**src/rtl/seq_multiplier.sv**
```systemverilog
// ---------------------------------------------------------------------------
// seq_multiplier
//
// Purpose:
//   Sequential shift-add multiplier. One WIDTH x WIDTH product is formed over
//   WIDTH compute steps using a single 2*WIDTH-bit adder and shift registers
//   rather than a combinational partial-product array. It trades latency for
//   area.
//
//   Accept at edge 0. Edges 1..WIDTH perform the shift-add steps. Edge
//   WIDTH+1 registers the (optionally negated) product and enters DONE. The
//   minimum initiation interval is WIDTH+3 cycles.
//
// Optional feature (compile-time macro): SEQ_MULT_SIGNED_EN
//   defined   : is_signed selects two's-complement operation for each operand
//               pair. The magnitudes are multiplied and the result is negated
//               when the operand signs differ.
//   undefined : every operation is unsigned. is_signed is kept only for pin
//               compatibility.
//
// Handshakes (both sides, strict valid/ready):
//   A transfer happens on a rising edge where valid && ready are both high.
//   While valid is high and ready is low, the producer holds its data stable.
//   Input side : in_ready is high only in IDLE. in_valid seen in other states
//                is ignored and its operands are not captured.
//   Output side: out_valid and product stay stable in DONE until out_ready.
//
// Ports:
//   clk        in   1         rising-edge clock
//   rst        in   1         synchronous active-high reset (aborts any op)
//   in_valid   in   1         operands/mode valid
//   in_ready   out  1         ready to accept operands (IDLE only)
//   a          in   WIDTH     multiplicand
//   b          in   WIDTH     multiplier
//   is_signed  in   1         1 = two's-complement op (when feature enabled)
//   out_valid  out  1         product valid, held until taken
//   out_ready  in   1         consumer accepts product
//   product    out  2*WIDTH   result, changes only on DONE entry or reset
//   busy       out  1         high in CALC or DONE
//   o_state    out  2         FSM state for observation (0 IDLE, 1 CALC, 2 DONE)
// ---------------------------------------------------------------------------
module seq_multiplier #(
  parameter int WIDTH = 8
) (
  input  logic                 clk,
  input  logic                 rst,
  input  logic                 in_valid,
  output logic                 in_ready,
  input  logic [WIDTH-1:0]     a,
  input  logic [WIDTH-1:0]     b,
  input  logic                 is_signed,
  output logic                 out_valid,
  input  logic                 out_ready,
  output logic [2*WIDTH-1:0]   product,
  output logic                 busy,
  output logic [1:0]           o_state
);

  localparam logic [1:0] S_IDLE = 2'd0;
  localparam logic [1:0] S_CALC = 2'd1;
  localparam logic [1:0] S_DONE = 2'd2;

  // The counter must hold the value WIDTH itself, hence WIDTH+1 codes.
  localparam int CW = $clog2(WIDTH + 1);

  logic [1:0]           r_state;
  logic [2*WIDTH-1:0]   r_mcand;    // multiplicand, shifted left each step
  logic [WIDTH-1:0]     r_mplier;   // multiplier, shifted right each step
  logic [2*WIDTH-1:0]   r_acc;
  logic [CW-1:0]        r_count;    // steps remaining
  logic [2*WIDTH-1:0]   r_product;

  logic [WIDTH-1:0]     w_a_mag;
  logic [WIDTH-1:0]     w_b_mag;
  logic [2*WIDTH-1:0]   w_result;
  logic                 w_accept;
  logic                 w_take;

`ifdef SEQ_MULT_SIGNED_EN
  logic r_neg;
  logic w_neg;

  // Magnitude of the most negative value fits because it is read back as an
  // unsigned WIDTH-bit number (e.g. -128 -> 8'h80 = 128).
  assign w_a_mag  = (is_signed && a[WIDTH-1]) ? (~a + WIDTH'(1)) : a;
  assign w_b_mag  = (is_signed && b[WIDTH-1]) ? (~b + WIDTH'(1)) : b;
  assign w_neg    = is_signed & (a[WIDTH-1] ^ b[WIDTH-1]);
  // Negating zero gives zero, so a zero operand never yields a "-0" result.
  assign w_result = r_neg ? (~r_acc + (2*WIDTH)'(1)) : r_acc;
`else
  logic w_unused_is_signed;

  assign w_unused_is_signed = is_signed;
  assign w_a_mag            = a;
  assign w_b_mag            = b;
  assign w_result           = r_acc;
`endif

  assign w_accept  = in_valid  && (r_state == S_IDLE);
  assign w_take    = out_ready && (r_state == S_DONE);

  assign in_ready  = (r_state == S_IDLE);
  assign out_valid = (r_state == S_DONE);
  assign busy      = (r_state != S_IDLE);
  assign product   = r_product;
  assign o_state   = r_state;

  always_ff @(posedge clk) begin
    if (rst) begin
      r_state   <= S_IDLE;
      r_mcand   <= '0;
      r_mplier  <= '0;
      r_acc     <= '0;
      r_count   <= '0;
      r_product <= '0;
`ifdef SEQ_MULT_SIGNED_EN
      r_neg     <= 1'b0;
`endif
    end else begin
      case (r_state)
        S_IDLE: begin
          if (w_accept) begin
            r_mcand  <= {{WIDTH{1'b0}}, w_a_mag};
            r_mplier <= w_b_mag;
            r_acc    <= '0;
            r_count  <= CW'(WIDTH);
`ifdef SEQ_MULT_SIGNED_EN
            r_neg    <= w_neg;
`endif
            r_state  <= S_CALC;
          end
        end

        S_CALC: begin
          if (r_count != '0) begin
            if (r_mplier[0]) begin
              r_acc <= r_acc + r_mcand;
            end
            r_mcand  <= r_mcand << 1;
            r_mplier <= r_mplier >> 1;
            r_count  <= r_count - CW'(1);
          end else begin
            // All steps are done. Register the final (sign-corrected)
            // product on the way into DONE.
            r_product <= w_result;
            r_state   <= S_DONE;
          end
        end

        S_DONE: begin
          if (w_take) begin
            r_state <= S_IDLE;
          end
        end

        default: begin
          r_state <= S_IDLE;
        end
      endcase
    end
  end

endmodule

```
**config.mk**
```make
export PLATFORM = sky130hd
export DESIGN_NAME = seq_multiplier
export DESIGN_NICKNAME = d
export VERILOG_FILES = /design/src/rtl/seq_multiplier.sv
export SDC_FILE = /design/constraint.sdc
export NUM_CORES = 1
export LEC_CHECK = 0
export ABC_AREA = 0
export BUFFER_PORTS_ARGS = -buffer_cell sky130_fd_sc_hd__buf_2
export CORE_AREA = 2 2 101 103
export DETAILED_ROUTE_END_ITERATION = 10
export DIE_AREA = 0 0 103 105
export PLACE_DENSITY = 0.5
export RECOVER_POWER = 50
export SYNTH_ARGS = -nofsm -noshare
export SYNTH_HDL_FRONTEND = slang
export SYNTH_SLANG_ARGS = --single-unit
```
**constraint.sdc**
```tcl
create_clock -name clk -period 3.5 [get_ports clk]
set_clock_uncertainty 0.05 [all_clocks]
set_input_delay 0.525 -clock clk [delete_from_list [all_inputs] [get_ports clk]]
set_output_delay 0.525 -clock clk [all_outputs]
set_load 0.02 [all_outputs]
```
## Yosys cells after proc, flatten, opt, wreduce, memory -nomap -nowiden

Cells that the tools add are included.

- Multipliers: 0
- Divide/modulo/power cells: 0
- Eq/ne operators: 7
- $lt $le $gt $ge: 0
- Reduce and logical (&&, ||, !) cells: 10
- Add/subtract/negate cells: 2
- Bitwise gates (word level): 1
- Shifts and indexed selects: 0
- Muxes and demuxes: 17

Operators with widths:

| cell | count |
|---|---|
| two-way mux 16 bit | 5 |
| one-hot mux 16 bit (2 select lines) | 2 |
| adder 16 bit | 1 |
| two-way mux 8 bit | 2 |
| one-hot mux 8 bit (2 select lines) | 1 |
| two-way mux 4 bit | 2 |
| one-hot mux 4 bit (2 select lines) | 1 |
| two-way mux 2 bit | 3 |
| != test 2 bit, second input constant | 3 |
| one-hot mux 2 bit (3 select lines) | 1 |
| AND reduction 3 bit | 2 |
| != test 2 x 1 -> 1 bit, second input constant | 2 |
| AND reduction 4 bit | 1 |
| nonzero test 2 bit | 2 |
| nonzero test 4 bit | 1 |
| subtractor 4 x 1 -> 4 bit, second input constant | 1 |
| equality test 2 x 1 -> 1 bit, second input constant | 1 |
| equality test 2 bit, second input constant | 1 |
| logical AND 1 bit | 2 |
| zero test 2 bit | 1 |
| AND reduction 2 bit | 1 |
| NOT 1 bit | 1 |

- RAM bits: 0
- ROM bits: 0
- Bits in latches: 0
- Input port bits: 21
- Bits in registers: 62
- Output and inout port bits: 21
- Logic and storage cells: 43
- Memories kept: 0

## Depth between registers and ports, before layout

- Depth after elaboration: 4
- Mapped depth: 10
- Gate-level depth less buffers: 10

## Worst setup path before layout

No wires, ideal clock.

- Path type: reg-to-reg
- Start point: reg r_mcand[0]
- End point: reg r_acc[10]
- Path buffers: 0
- Clock period less this slack: 2.179 ns
- Path slack: 1.321 ns
- Required time: 3.333 ns
- Cell stages (with the launch flop): 11
- Setup time: 0.117 ns
- Data arrival time: 2.012 ns
- Path through: dfxtp_1 -> ha_1 -> inv_1 -> fa_1 -> and2b_1 -> o211ai_1 -> a21boi_2 -> o2111ai_1 -> a21boi_0 -> o21ai_0 -> a32o_1

- Word-level cells in the longest chain between the ends: 4

Ends and longest elaborated chain:

| item | RTL line | text |
|---|---|---|
| from (decl) | 67 | `logic [2*WIDTH-1:0] r_mcand;` |
| from (signal assigned) | 123 | `r_mcand <= {{WIDTH{1'b0}}, w_a_mag};` |
| from (signal assigned) | 139 | `r_mcand <= r_mcand << 1;` |
| adder 16 bit | 137 | `r_acc <= r_acc + r_mcand;` |
| two-way mux 16 bit | 136 | `if (r_mplier[0]) begin` |
| two-way mux 16 bit | 135 | `if (r_count != '0) begin` |
| one-hot mux 16 bit (2 select lines) | 120 | `case (r_state)` |
| to (signal assigned) | 137 |  |
| to (decl) | 69 | `logic [2*WIDTH-1:0] r_acc;` |

No other way between the ends. The select of a mux whose other input is x is not followed.
A chain may end at the register's enable or synchronous reset.

## Worst setup path in the final report

Ends and elaborated chain as after synthesis.

==> impl_metrics.env <==
export IMPL_drtPass1Iterations=4
export IMPL_hold_depth=3
export IMPL_syn_cell_area_um2=3049
export IMPL_grt_pass1_wl_um=12480
export IMPL_ios=42
export IMPL_slowest_delay_ns=0.39
export IMPL_n_antenna_cell=0
export IMPL_maxSlewViolCount=0
export IMPL_r2r_slack_ns=0.95
export IMPL_die_h_um=105
export IMPL_worst_pin_slew_ns=0.9073
export IMPL_r2r_cells=10
export IMPL_cts_resized=0
export IMPL_grt_overflow=0
export IMPL_nets=452
export IMPL_min_path_type="in -> reg"
export IMPL_syn_area_per_cell_um2=7.982
export IMPL_wl_um=7206
export IMPL_synth_cells=382
export IMPL_dieArea_um2=10820
export IMPL_rsz0062_at_grt="no"
export IMPL_holdPathEnd="r_mplier[7]"
export IMPL_fmax_mhz=392.7
export IMPL_cts_hold_buf=0
export IMPL_drc=0
export IMPL_cts_max_path_buffers=2
export IMPL_required_ns=3.69
export IMPL_vias=2686
export IMPL_synth_nets=421
export IMPL_antenna_found_initial=0
export IMPL_clockRootBuffer="clkbuf_8"
export IMPL_area_growth_pct=15.96
export IMPL_pwr_density_cell_nw_per_um2=532.1
export IMPL_core_area_um2=9639
export IMPL_end_kind="flip-flop"
export IMPL_clkSlewWorstSetupHoldPaths_ns=0.07
export IMPL_critical_path_top_delay_family="compound AO/OA/AOI/OAI gates"
export IMPL_fin_crit_sh=0.7275
export IMPL_rows=36
export IMPL_critPathMaxFanout=3
export IMPL_grt_pass1_vias=2576
export IMPL_die_width_um=103
export IMPL_synth_seq_cells=62
export IMPL_dpl_instance_area_um2=3352
export IMPL_htree_levels=3
export IMPL_vias_per_cell=4.875
export IMPL_worstPathBufferInverterCount=1
export IMPL_post_cts_buffers=0
export IMPL_drive_gt1_frac=0.1053
export IMPL_maxSlewHeadroom=0.3951
export IMPL_status="complete, no violations"
export IMPL_clock_sinks=62
export IMPL_drt_wirelength_per_cell_um=13.08
export IMPL_drv_cap=0
export IMPL_setup_violations=0
export IMPL_peakVddDrop_mv=0.1964
export IMPL_r2r_end="r_acc[10]"
export IMPL_grt_max_degree=41
export IMPL_p_leak_nw=1.348
export IMPL_whs_ns=0.3734
export IMPL_cts_tree="yes"
export IMPL_crit_arrival_ns=2.74
export IMPL_finalCriticalPeriod_ns=2.546
export IMPL_antenna_left=0
export IMPL_fillCellCount=1059
export IMPL_tns_ns=0
export IMPL_track_usage=0.1458
export IMPL_hold_viol_final=0
export IMPL_yosysWarnings=0
export IMPL_portBuffers=40
export IMPL_synth_area_leaders="dfxtp_1 (41%), nand2_1 (10%), a21oi_1 (7.2%), ha_1 (7.0%), nor2_1 (4.8%)"
export IMPL_worstSkewPairLatency_ns=0.35
export IMPL_cts_buffers=9
export IMPL_drtIter0Drc=82
export IMPL_stdcell_count=551
export IMPL_synth_cell_types=47
export IMPL_place_congestion=0.8337
export IMPL_worst_setup_path_type="reg -> reg"
export IMPL_worstReg2RegStart="r_mcand[0]"
export IMPL_synth_top_area_share=0.4071
export IMPL_slowest_stage="dfxtp_1"
export IMPL_initial_core_util=0.3163
export IMPL_synth_seq_area_share=0.4071
export IMPL_hpwl_um=4931
export IMPL_crit_chain="ha_1 -> inv_1 -> fa_1 -> and2b_1 -> o211ai_1 -> a21boi_2 -> o2111ai_1 -> a21boi_0 -> o21ai_0 -> a32o_1"
export IMPL_fin_area_um2=3536
export IMPL_synth_top_area_cell="dfxtp_1"
export IMPL_min_from="b[7]"
export IMPL_cp_start_kind="flip-flop"
export IMPL_place_inst=535
==> worst max path at each step <==
| stage | start | to | slack [ns] | cells after the start |
|---|---|---|---|---|
| after floorplan | r_mcand[0] | r_acc[10] | 1.32 | 10 |
| after global placement | r_count[0] | r_acc[15] | 1.00 | 9 |
| after detailed placement | r_count[0] | r_acc[15] | 0.93 | 9 |
| after CTS | r_count[0] | r_acc[15] | 0.93 | 9 |
| after global routing | r_count[0] | r_acc[15] | 0.65 | 9 |
| final | r_mcand[0] | r_acc[10] | 0.95 | 10 |
==> logic make-up after synthesis <==
logic type	synth area share
xor+xnor	0.03447
flops	0.4071
compound gates	0.2232
fa+ha+maj	0.07632
simple gates	0.2171
buf+inv	0.04186
==> layer usage <==
| metal | routed length, um | track usage | up-vias |
|---|---|---|---|
| met1 | 3580 | 0.2021 | 1220 |
| met3 | 283 | 0.02876 | 16 |
| li1 | - | - | 1397 |
| met4 | 171 | 0.06861 | 0 |
| met5 | 0 | 0 | - |
| met2 | 3170 | 0.2147 | 53 |
==> cell usage in the layout, fill, tap and decap left out, types with 5 or more instances in the layout <==
cell,n
a22oi_1,5
a21o_1,6
nand2_1,83
dfxtp_1,62
inv_1,7
xor2_1,5
clkbuf_8,9
buf_2,19
o21ai_0,11
ha_1,17
nand3_1,9
clkbuf_1,22
a311oi_1,13
nor3_1,5
nor2_1,39
xnor2_1,7
a21oi_1,44
==> layout make-up <==
cell class / count / area (um2) / share of cell area
clock inverters: 6 / 86.33 / 0.02442
well taps: 133 / 166.4 / 0.04706
clock buffers: 10 / 127.6 / 0.03609
flip-flops and latches: 62 / 1241 / 0.3510
repair buffers: 44 / 203.9 / 0.05768
inverters: 7 / 26.28 / 0.007431
multi-input cells: 289 / 1684 / 0.4763
==> state kept, by name, summed over array words and instances (netlist names) <==
signal    cells
o_state       2
product      16
r_mplier      8
r_mcand      16
r_count       4
r_acc        16
==> report_power, final <==
part / internal (mW) / switching, mW / total (mW)
Sequential: 0.759 / 0.0490 / 0.808
Combinational: 0.127 / 0.255 / 0.382
Clock: 0.400 / 0.292 / 0.691
==> synth_stat cells, drive strengths merged <==
cell type  instances
and2               3
and3               2
a211oi             2
ha                17
o21ai             12
xnor2              7
nand2             83
a31oi              2
xor2               5
dfxtp             62
nor2              40
o211ai             3
clkbuf            13
or3                2
a22oi              5
o21a               1
nor3               5
buf               11
a211o              1
a311o              1
a21o               6
fa                 1
o2111ai            1
nand3              9
nor3b              1
and2b              1
a21oi             44
nand2b             4
a22o               1
nor2b              4
o21bai             4
inv                7
a21boi             3
o311ai             1
o31ai              1
a32o               2
a311oi            13
nor4               2
==> tightest hold or removal path: stages <==
cell,delay (ns)
buf_2,0.08
a22oi_1,0.05
nor2_1,0.07
==> metrics by stage <==
stage | power [mW] | util | worst slack (ns)
2_1_floorplan | 1.114 | - | 1.321
3_3_place_gp | 1.211 | 0.3477 | 1.004
3_5_place_dp | 1.220 | 0.3477 | 0.9266
4_1_cts | 1.918 | 0.3699 | 0.9271
5_1_grt | 2.005 | 0.3668 | 0.6476
6_report | 1.881 | 0.3668 | 0.9538
No activity file was read; power rests on OpenSTA's default activity.
